--- config.mk ---
export PLATFORM = sky130hd
export DESIGN_NAME = quick_cpu_mem
export DESIGN_NICKNAME = d
export VERILOG_FILES = /design/src/rtl/quick_cpu_mem.sv
export SDC_FILE = /design/constraint.sdc
export NUM_CORES = 1
export LEC_CHECK = 0
export ABC_AREA = 1
export CAP_MARGIN = 20
export CORE_MARGIN = 2
export CORE_UTILIZATION = 50
export CTS_CLUSTER_SIZE = 20
export DETAILED_ROUTE_END_ITERATION = 8
export GPL_ROUTABILITY_DRIVEN = 0
export PLACE_DENSITY = 0.77
export SLEW_MARGIN = 20
export SYNTH_ARGS = -nofsm -noshare
export SYNTH_HDL_FRONTEND = slang
export SYNTH_SLANG_ARGS = --single-unit
--- constraint.sdc ---
create_clock -name clk -period 4.1 [get_ports clk]
set_input_delay 0.82 -clock clk [delete_from_list [all_inputs] [get_ports clk]]
set_output_delay 0.82 -clock clk [all_outputs]
set_load 0.01 [all_outputs]
--- src/rtl/quick_cpu_mem.sv ---
// Byte-wide memory for the quick CPU: zero-latency combinational reads, stores at the clock edge.
// A byte-serial host loader (address byte, then data bytes) takes over the array and stalls the CPU with cpu_hold.
module quick_cpu_mem #(
  parameter int ADDR_W = 5
) (
  input  logic       clk,
  input  logic       rst_n,
  input  logic [7:0] cpu_addr,
  input  logic       cpu_rd,
  input  logic       cpu_wr,
  input  logic [7:0] cpu_wdata,
  output logic [7:0] cpu_rdata,
  output logic       cpu_hold,
  input  logic       ld_en,
  input  logic       ld_valid,
  input  logic [7:0] ld_data,
  output logic       ld_ready,
  output logic [7:0] ld_count
);

  localparam int DEPTH = 1 << ADDR_W;

  typedef enum logic [1:0] {
    S_IDLE,
    S_ADDR,
    S_DATA
  } state_t;

  state_t            r_state;
  state_t            w_state_nxt;
  logic [7:0]        r_mem [DEPTH];
  logic [ADDR_W-1:0] r_ptr;
  logic [7:0]        r_count;

  logic [ADDR_W-1:0] w_idx;
  logic              w_hold;
  logic              w_xfer;
  logic              w_ld_addr;
  logic              w_ld_wr;
  logic              w_cpu_wr;
  logic              w_session_start;
  logic              w_unused_addr_hi;

  assign w_idx            = cpu_addr[ADDR_W-1:0];
  assign w_unused_addr_hi = ^cpu_addr[7:ADDR_W];

  assign w_hold          = (r_state != S_IDLE);
  // Bytes offered while ld_en is low are dropped, even in ADDR/DATA.
  assign w_xfer          = w_hold & ld_en & ld_valid;
  assign w_ld_addr       = w_xfer & (r_state == S_ADDR);
  assign w_ld_wr         = w_xfer & (r_state == S_DATA);
  assign w_cpu_wr        = cpu_wr & ~w_hold;
  assign w_session_start = (r_state == S_IDLE) & ld_en;

  assign cpu_hold  = w_hold;
  assign ld_ready  = w_hold;
  assign ld_count  = r_count;
  assign cpu_rdata = (cpu_rd && !w_hold) ? r_mem[w_idx] : 8'h00;

  always_comb begin
    w_state_nxt = r_state;
    case (r_state)
      S_IDLE: if (ld_en) w_state_nxt = S_ADDR;
      S_ADDR: begin
        if (!ld_en)        w_state_nxt = S_IDLE;
        else if (ld_valid) w_state_nxt = S_DATA;
      end
      S_DATA: if (!ld_en) w_state_nxt = S_IDLE;
      default: w_state_nxt = S_IDLE;
    endcase
  end

  always_ff @(posedge clk or negedge rst_n) begin
    if (!rst_n) begin
      r_state <= S_IDLE;
      r_ptr   <= '0;
      r_count <= '0;
    end else begin
      r_state <= w_state_nxt;
      if (w_ld_addr) begin
        r_ptr <= ld_data[ADDR_W-1:0];
      end else if (w_ld_wr) begin
        r_ptr <= r_ptr + 1'b1;
      end
      if (w_session_start) begin
        r_count <= '0;
      end else if (w_ld_wr && r_count != 8'hFF) begin
        r_count <= r_count + 8'd1;
      end
    end
  end

  // The array is reset too, so an aborted load never leaves stale bytes behind.
  always_ff @(posedge clk or negedge rst_n) begin
    if (!rst_n) begin
      for (int i = 0; i < DEPTH; i++) begin
        r_mem[i] <= 8'h00;
      end
    end else if (w_ld_wr) begin
      r_mem[r_ptr] <= ld_data;
    end else if (w_cpu_wr) begin
      r_mem[w_idx] <= cpu_wdata;
    end
  end

endmodule

==> impl_metrics.json, run 1 <==
{
  "status": "finished, violations left",
  "failed_checks": "negative setup slack",
  "switchingPower_mw": 1.92,
  "clock.fmax_mhz": 244,
  "grt_pass1_vias": 16399,
  "ys_async_sr_fraction_pct": 100,
  "syn-mean-instance-area_um2": 6.63,
  "slew_headroom_pct": 25.6,
  "wirelength_mm": 59.0,
  "arrival_ns": 3.28,
  "fin_crit_sh_pct": 100,
  "start_kind": "primary input",
  "setup_viol": 1,
  "nFillCells": 3019,
  "grt_max_degree": 95,
  "vdd_drop_max_v": 0.000301,
  "worst_ep_required_time_ns": 3.28,
  "power.share.clock_pct": 45.0,
  "ios": 48,
  "timing.final.crit_period_ns": 4.10,
  "cts-root-buf": "clkbuf_16",
  "cts_buffer_depth": 3,
  "synth_ff_type": "dfrtp_1",
  "leakagePower_nw": 9.33,
  "firstDrtPassIters": 7,
  "core_area_mm2": 0.0323,
  "synthMuxAreaShare_pct": 0,
  "finClkSkew_ns": 0.0253,
  "synthSimpleGateAreaFrac_pct": 39.4,
  "grt_overflow": 0,
  "power.density_mw_per_mm2": 361,
  "drt_iter0_markers": 2819,
  "syn_area_mm2": 0.0163,
  "num_vias": 17594,
  "via_per_inst": 5.99,
  "synth-xor-area-share_pct": 0.162,
  "synth-seq-cells": 271,
  "die-area_mm2": 0.0340,
  "synth-compound-area-share_pct": 13.2,
  "synth-seq-area-share_pct": 41.7,
  "tightest_slew_ns": 1.11,
  "power_frac_seq_pct": 42.2,
  "htree_levels": 2,
  "antenna_found_initial": 0,
  "drc": 0,
  "cts.sinks": 271,
  "rsz0062_at_grt": "false",
  "synth.distinct_cells": 35,
  "setup_ws_ns": -0.00190,
  "grt_pass1_wl_mm": 90.7,
  "cts_tree": "yes",
  "drive_above_1_share_pct": 7.05,
  "grt_use_total_pct": 35.0,
  "die_h_um": 184,
  "detail-route-antenna-nets": 0,
  "slew_viol_final": 0,
  "rrSetupSlack_ns": 0.97,
  "detailed_place.area_mm2": 0.0172,
  "cts-buffers-inserted": 34,
  "detailedPlacementHpwl_mm": 38.4,
  "insertion_delay_ns": 0.53,
  "synth_top_family_by_area": "simple AND/OR/NAND/NOR gates",
  "min_path_type": "in -> async",
  "finalHoldViolCount": 0,
  "std_cell_rows": 66,
  "synth_nets": 2488,
  "synth_edf_count": 0,
  "wl_per_cell_um": 20.1,
  "fin_area_mm2": 0.0183,
  "initial_core_util_pct": 50.4,
  "area_growth_pct": 12.8,
  "nNetsFinal": 2505,
  "syn_inst": 2453,
  "post-place-ws_ns": 0.156,
  "die_w_um": 184,
  "critical_path_class": "in -> out",
  "clk_pin_slew_ns": 0.06,
  "internal-power_mw": 4.70,
  "ctsResizeCount": 0,
  "synth_warnings": 0,
  "end_kind": "primary output",
  "crit_fanout": 11,
  "cts_hold_buf": 0,
  "swShare_pct": 29.0,
  "postCtsSetupRepairBufs": 0,
  "p_comb_share_pct": 12.8,
  "cap_violations": 0,
  "synth_fa_ha_area_share_pct": 0.385,
  "port_buffers": 44,
  "post-route-util_pct": 56.8
}
==> cell usage in the layout, fill, tap and decap left out, drive strengths merged <==
cell type	netlist	layout
inv	82	83
buf	43	52
o22ai	160	160
a211oi	2	2
a21boi	2	2
o21ai	84	84
a31oi	1	1
diode	0	1
clkinv	8	11
nor3	2	2
clkdlybuf4s50	0	41
ha	5	5
clkbuf	69	56
xor2	3	3
o221ai	2	2
dfrtp	271	271
nor2	112	112
nand2	1424	1424
clkinvlp	0	1
o211ai	19	19
a21oi	70	70
nand4	7	7
nand3	87	87
==> critical path, cell delays in order <==
cell	delay, ns
clkdlybuf4s50_1	0.59
nor2_1	0.23
nand2_1	0.09
inv_1	0.29
nand2_1	0.10
nand2_1	0.10
nor2_1	0.06
a21oi_1	0.36
clkdlybuf4s50_1	0.62
==> power by group through the flow <==
stage,logic (mW),clock network (mW),registers [mW]
after floorplan,0.443,0,2.82
after global placement,0.794,0,2.83
after detailed placement,0.805,0,2.83
after CTS,0.808,2.97,2.79
after global routing,0.879,3.10,2.80
final,0.850,2.98,2.79
==> area by class of cell <==
cell class	instances	area [µm²]	area share [%]
inverter	90	339	1.85
sequential	271	6780	37.0
antenna	1	2.50	0.0136
tap	442	553	3.01
timing repair buffer	93	918	5.01
clock inverter	5	35.0	0.191
clock buffer	56	1060	5.80
multi-input combinational	1980	8650	47.2
==> per-stage QoR <==
stage | power (mW) | cells | hold WS, ns | TNS (ns)
detailed placement | 3.64 | 2876 | 0.459 | 0
global placement | 3.63 | 2876 | 0.453 | 0
global route | 6.77 | 2937 | 0.400 | 0
finish | 6.62 | 2938 | 0.309 | -0.00190
floorplan | 3.26 | 2453 | 0.442 | 0
CTS | 6.57 | 2937 | 0.374 | 0
==> sequential cells by signal, summed over array words and instances, names as in the netlist <==
name / flops
r_mem: 256
r_ptr: 5
ld_count: 8
r_state: 2
==> worst paths after layout <==
kind                              from           end  cells past startpoint
setup / recovery           cpu_addr[4]  cpu_rdata[7]                      9
hold / removal                   rst_n    r_mem[185]                      1
setup reg to reg            r_state[1]    r_mem[252]                      8
hold reg to reg              r_mem[42]     r_mem[42]                      2
max in group asynchronous        rst_n    r_mem[246]                      2
min in group clk             r_mem[42]     r_mem[42]                      2
==> cell families after synthesis <==
| group | after synthesis |
|---|---|
| AO/OA/AOI/OAI | 340 |
| flip-flops | 271 |
| XOR/XNOR | 3 |
| adder cells (fa/ha/maj) | 5 |
| AND/OR/NAND/NOR | 1632 |
| buffers and inverters | 202 |
==> cells in the mapped netlist, types with 2 or more instances <==
cell / number / share of area, %
nand2_1: 1418 / 33
dfrtp_1: 271 / 42
o22ai_1: 152 / 5.8
nor2_1: 97 / 2.2
o21ai_0: 78 / 2.4
nand3_1: 76 / 2.3
clkbuf_1: 68 / 1.6
inv_1: 68 / 1.6
a21oi_1: 56 / 1.7
buf_2: 29 / 0.89
o211ai_1: 19 / 0.88
inv_2: 14 / 0.32
a21oi_4: 11 / 1.1
nand3_2: 11 / 0.68
nor2_2: 10 / 0.38
buf_4: 8 / 0.37
clkinv_1: 8 / 0.18
o22ai_2: 8 / 0.62
nand2_2: 6 / 0.23
nand4_1: 6 / 0.23
o21ai_1: 6 / 0.18
buf_1: 5 / 0.12
ha_1: 5 / 0.38
nor2_4: 4 / 0.28
a21oi_2: 3 / 0.16
xor2_1: 3 / 0.16
a211oi_1: 2 / 0.092
a21boi_1: 2 / 0.092
nor3_1: 2 / 0.062
o221ai_1: 2 / 0.11
==> routing by layer <==
layer / global-route usage, % / share of wire (%) / up-vias
li1: - / - / 7898
met1: 46.4 / 39 / 8073
met2: 50.8 / 41 / 1328
met3: 9.92 / 14 / 295
met4: 20.7 / 6.3 / 0
met5: 0 / 0 / -
Power figures use the tool's default switching activity.
==> run 2, diff against run 1 <==
- CORE_MARGIN: 2 -> 3
- clock period: 4.1 -> 4.5 ns (I/O delays scaled with it)
==> run 2 against run 1 <==
  * The run now ends clean
  * Non-clock buffer count down 14
  * Highest routed layer unchanged
  * Register-to-register slack better by 0.72 ns
  * Routed wire length down 2.2%
  * Sequential power down 9.0%
  * Clock-buffer cell count down 13
  * Sequential share of layout area up 0.37 points
  * Power down 9.1%
  * Worst setup slack better by 0.16 ns
==> impl_metrics.json, run 2 (same netlist as run 1, synthesis figures left out) <==
{
  "status": "finished clean",
  "area_growth_pct": 11.7,
  "layout_common_cells": "nand2_1 (1,418), dfrtp_1 (271), o22ai_1 (152)",
  "use_met1_pct": 42.8,
  "tightest_slew_ns": 1.08,
  "cap_violations": 0,
  "grt_pass1_wl_mm": 88.5,
  "detailedPlacementHpwl_mm": 37.1,
  "cts_tree": "yes",
  "power_frac_seq_pct": 42.2,
  "cts_buffer_depth": 3,
  "p_comb_share_pct": 12.6,
  "top_register": "r_mem",
  "grt_max_degree": 114,
  "setup_viol": 0,
  "drive_above_1_share_pct": 6.30,
  "antenna_found_initial": 0,
  "rsz0062_at_grt": "false",
  "fin_crit_sh_pct": 96.5,
  "final_common_cell": "nand2_1",
  "leakagePower_nw": 9.25,
  "core_area_mm2": 0.0318,
  "std_cell_rows": 65,
  "power.density_mw_per_mm2": 331,
  "n_antenna_cell": 0,
  "start_kind": "primary input",
  "wl_per_cell_um": 19.8,
  "drt_iter0_markers": 2418,
  "cts_hold_buf": 0,
  "postCtsSetupRepairBufs": 0,
  "grt_pass1_vias": 15934,
  "finClkSkew_ns": 0.0137,
  "fin_tns_setup_ns": 0,
  "final_cells": 2911,
  "groute.layer.met2.usage_pct": 47.2,
  "worst_ep_required_time_ns": 3.60,
  "ios": 48,
  "drc": 0,
  "power.share.clock_pct": 45.2,
  "post-route-util_pct": 57.1,
  "port_buffers": 44,
  "internal-power_mw": 4.34,
  "grt_use_total_pct": 32.0,
  "die-area_mm2": 0.0347,
  "crit_fanout": 11,
  "largest_register_ffs": 256,
  "min_path_type": "in -> async",
  "num_vias": 17273,
  "ctsResizeCount": 0,
  "cts.sinks": 271,
  "switchingPower_mw": 1.68,
  "grt_use_met3_pct": 7.08,
  "die_h_um": 186,
  "swShare_pct": 27.9,
  "via_per_inst": 5.93,
  "slew_headroom_pct": 27.5,
  "htree_levels": 1,
  "vdd_drop_max_v": 0.000287,
  "placed_cells": 2855,
  "slew_viol_final": 0,
  "initial_core_util_pct": 51.1,
  "grt.busiest_layer": "met2",
  "end_kind": "primary output",
  "critical_path_class": "in -> out",
  "clk_pin_slew_ns": 0.06,
  "arrival_ns": 3.44,
  "wirelength_mm": 57.7,
  "firstDrtPassIters": 6,
  "detail-route-antenna-nets": 0,
  "finalHoldViolCount": 0,
  "cts-root-buf": "clkbuf_16",
  "nNetsFinal": 2487,
  "cts-buffers-inserted": 30,
  "grt_overflow": 0,
  "die_w_um": 186,
  "insertion_delay_ns": 0.56,
  "clock.fmax_mhz": 230,
  "timing.final.crit_period_ns": 4.34,
  "finalPower_mw": 6.02
}
run 2: worst paths after layout:
path / from / to / slack (ns) / cells after the start
worst max-delay path: cpu_addr[4] / cpu_rdata[7] / 0.16 / 9
worst min-delay path: rst_n / r_mem[222] / 0.39 / 1
worst max register to register: r_ptr[0] / r_mem[185] / 1.69 / 7
worst min register to register: r_mem[214] / r_mem[214] / 0.47 / 2
max in group asynchronous: rst_n / r_mem[248] / 3.12 / 2
min in group clk: r_mem[214] / r_mem[214] / 0.47 / 2
run 2: power by group through the flow:
| stage | logic [mW] | registers (mW) | clock network (mW) |
|---|---|---|---|
| after global placement | 0.714 | 2.58 | 0 |
| after global routing | 0.793 | 2.54 | 2.86 |
| after CTS | 0.727 | 2.54 | 2.74 |
| after floorplan | 0.404 | 2.57 | 0 |
| after detailed placement | 0.724 | 2.58 | 0 |
| final | 0.757 | 2.54 | 2.72 |
run 2: cell type report:
class                           count  area (µm²)
Fill cell                        2933       13600
Timing Repair Buffer               79         763
Inverter                           90         339
Sequential cell                   271        6780
Clock buffer                       43         871
Multi-Input combinational cell   1980        8640
Tap cell                          435         544
Clock inverter                     13         221
run 2: worst max-delay path, stage by stage:
cell and delay (ns):
clkdlybuf4s50_1 0.59, nor2_1 0.21, nand2_1 0.18, inv_1 0.33, nand2_1 0.14, nand2_1 0.12
nor2_1 0.06, a21oi_1 0.30, clkdlybuf4s50_1 0.60
run 2: metal layers:
layer	part of all wire, %	vias to the layer above
li1	-	7863
met4	7.3	0
met2	42	1163
met1	38	7943
met3	13	304
met5	0	-
run 2: per-stage QoR:
step | instance area, µm² | setup slack, ns | hold slack (ns)
after floorplan | 16300 | 1.42 | 0.442
after global placement | 17100 | 0.302 | 0.454
after detailed placement | 17100 | 0.254 | 0.458
after CTS | 18200 | 0.246 | 0.463
after global routing | 18200 | 0.114 | 0.483
final | 18200 | 0.156 | 0.394
==> run 3, diff against run 2 <==
- CORE_UTILIZATION: 50 -> 30
- PLACE_DENSITY: 0.77 -> 0.48
==> run 3 against run 2 <==
  * Sequential share of layout area shrank 1.3 points
  * Maximum frequency grew 1.3%
  * Routed wire length grew 16%
  * Via count shrank 3.1%
  * Critical path type unchanged
  * Largest cell class unchanged
  * Highest routed layer unchanged
==> impl_metrics.json, run 3 (same netlist as run 1, synthesis figures left out) <==
{
  "power.density_mw_per_mm2": 335,
  "cts-root-buf": "clkbuf_16",
  "grt_use_total_pct": 23.4,
  "clock.fmax_mhz": 233,
  "layout_common_cells": "nand2_1 (1,418), dfrtp_1 (271), o22ai_1 (152)",
  "power_frac_seq_pct": 40.3,
  "reg2reg_depth": 8,
  "num_vias": 16738,
  "internal-power_mw": 4.46,
  "swShare_pct": 29.4,
  "area_growth_pct": 15.8,
  "initial_core_util_pct": 30.6,
  "antenna_found_initial": 0,
  "largest_register_ffs": 256,
  "fin_crit_sh_pct": 95.3,
  "detailedPlacementHpwl_mm": 44.8,
  "n_antenna_cell": 0,
  "grt_max_degree": 95,
  "wl_per_cell_um": 21.0,
  "cts.sinks": 271,
  "htree_levels": 2,
  "grt_pass1_vias": 16084,
  "arrival_ns": 3.39,
  "cts_buffer_depth": 3,
  "end_kind": "primary output",
  "worst_ep_required_time_ns": 3.60,
  "rr_startpoint": "r_state[1]",
  "cts-buffers-inserted": 37,
  "drc": 0,
  "grt_pass1_wl_mm": 101,
  "die_h_um": 239,
  "finalHoldViolCount": 0,
  "status": "finished clean",
  "drive_above_1_share_pct": 7.61,
  "critical_path_class": "in -> out",
  "timing.final.crit_period_ns": 4.29,
  "grt_overflow": 0,
  "nNetsFinal": 2518,
  "slew_viol_final": 0,
  "vdd_drop_max_v": 0.000186,
  "cts_hold_buf": 0,
  "rrSetupSlack_ns": 1.25,
  "nFillCells": 5745,
  "placed_cells": 3132,
  "firstDrtPassIters": 6,
  "wirelength_mm": 67.0,
  "r2r-end": "r_mem[67]",
  "switchingPower_mw": 1.86,
  "drt_iter0_markers": 1704,
  "final_common_cell": "nand2_1",
  "port_buffers": 44,
  "finClkSkew_ns": 0.0250,
  "detail-route-antenna-nets": 0,
  "ctsResizeCount": 0,
  "tightest_slew_ns": 1.14,
  "core_area_mm2": 0.0531,
  "power.share.clock_pct": 47.1,
  "fin_tns_setup_ns": 0,
  "insertion_delay_ns": 0.56,
  "min_path_type": "in -> async",
  "p_comb_share_pct": 12.6,
  "crit_fanout": 9,
  "cts_tree": "yes",
  "postCtsSetupRepairBufs": 0,
  "whs_ns": 0.391,
  "die-area_mm2": 0.0570,
  "rsz0062_at_grt": "false",
  "start_kind": "primary input",
  "setup_viol": 0,
  "via_per_inst": 5.23,
  "die_w_um": 239,
  "clk_pin_slew_ns": 0.06,
  "cap_violations": 0,
  "leakagePower_nw": 9.45,
  "std_cell_rows": 84,
  "ios": 48,
  "top_register": "r_mem",
  "final_cells": 3199,
  "slew_headroom_pct": 24.2
}
[run 3: power groups by stage]
stage / Combinational, mW / Clock (mW) / Sequential [mW]
global placement: 0.781 / 0 / 2.58
CTS: 0.786 / 3.04 / 2.54
floorplan: 0.404 / 0 / 2.57
finish: 0.798 / 2.97 / 2.54
detailed placement: 0.783 / 0 / 2.58
global route: 0.843 / 3.12 / 2.55
[run 3: worst max path at each step]
stage,startpoint,endpoint
after floorplan,cpu_addr[0],cpu_rdata[4]
after global placement,cpu_addr[3],cpu_rdata[4]
after detailed placement,cpu_addr[3],cpu_rdata[4]
after CTS,cpu_addr[3],cpu_rdata[4]
after global routing,cpu_addr[4],cpu_rdata[1]
final,cpu_addr[4],cpu_rdata[7]
[run 3: through the flow]
| step | setup slack, ns | instance area (µm²) | total power, mW | utilization [%] |
|---|---|---|---|---|
| final | 0.213 | 18800 | 6.31 | 35.5 |
| after global routing | 0.110 | 18800 | 6.51 | 35.5 |
| after CTS | 0.229 | 18800 | 6.37 | 35.5 |
| after detailed placement | 0.238 | 17600 | 3.37 | 33.2 |
| after global placement | 0.208 | 17600 | 3.36 | 33.2 |
| after floorplan | 1.42 | 16300 | 2.97 | - |
[run 3: cell type report]
class	count	area, µm²	share of cell area [%]
clock buffer	53	1080	5.71
tap	688	861	4.57
sequential	271	6780	36.0
multi-input combinational	1980	8640	45.9
timing repair buffer	103	993	5.28
clock inverter	14	136	0.724
inverter	90	340	1.81
[run 3: per-layer routing]
layer	part of all wire, %	global-route usage, %	vias to the layer above
li1	-	-	7933
met1	44	32.2	7923
met2	44	36.8	711
met3	6.9	3.02	171
met4	5.0	11.0	0
met5	0	0	-
[run 3: worst max-delay path, stage by stage]
cell	delay [ns]
clkdlybuf4s50_1	0.60
nor2_1	0.22
nand2_1	0.16
inv_1	0.23
nand2_1	0.09
nand2_1	0.15
nor2_1	0.07
a21oi_1	0.36
clkdlybuf4s50_1	0.62
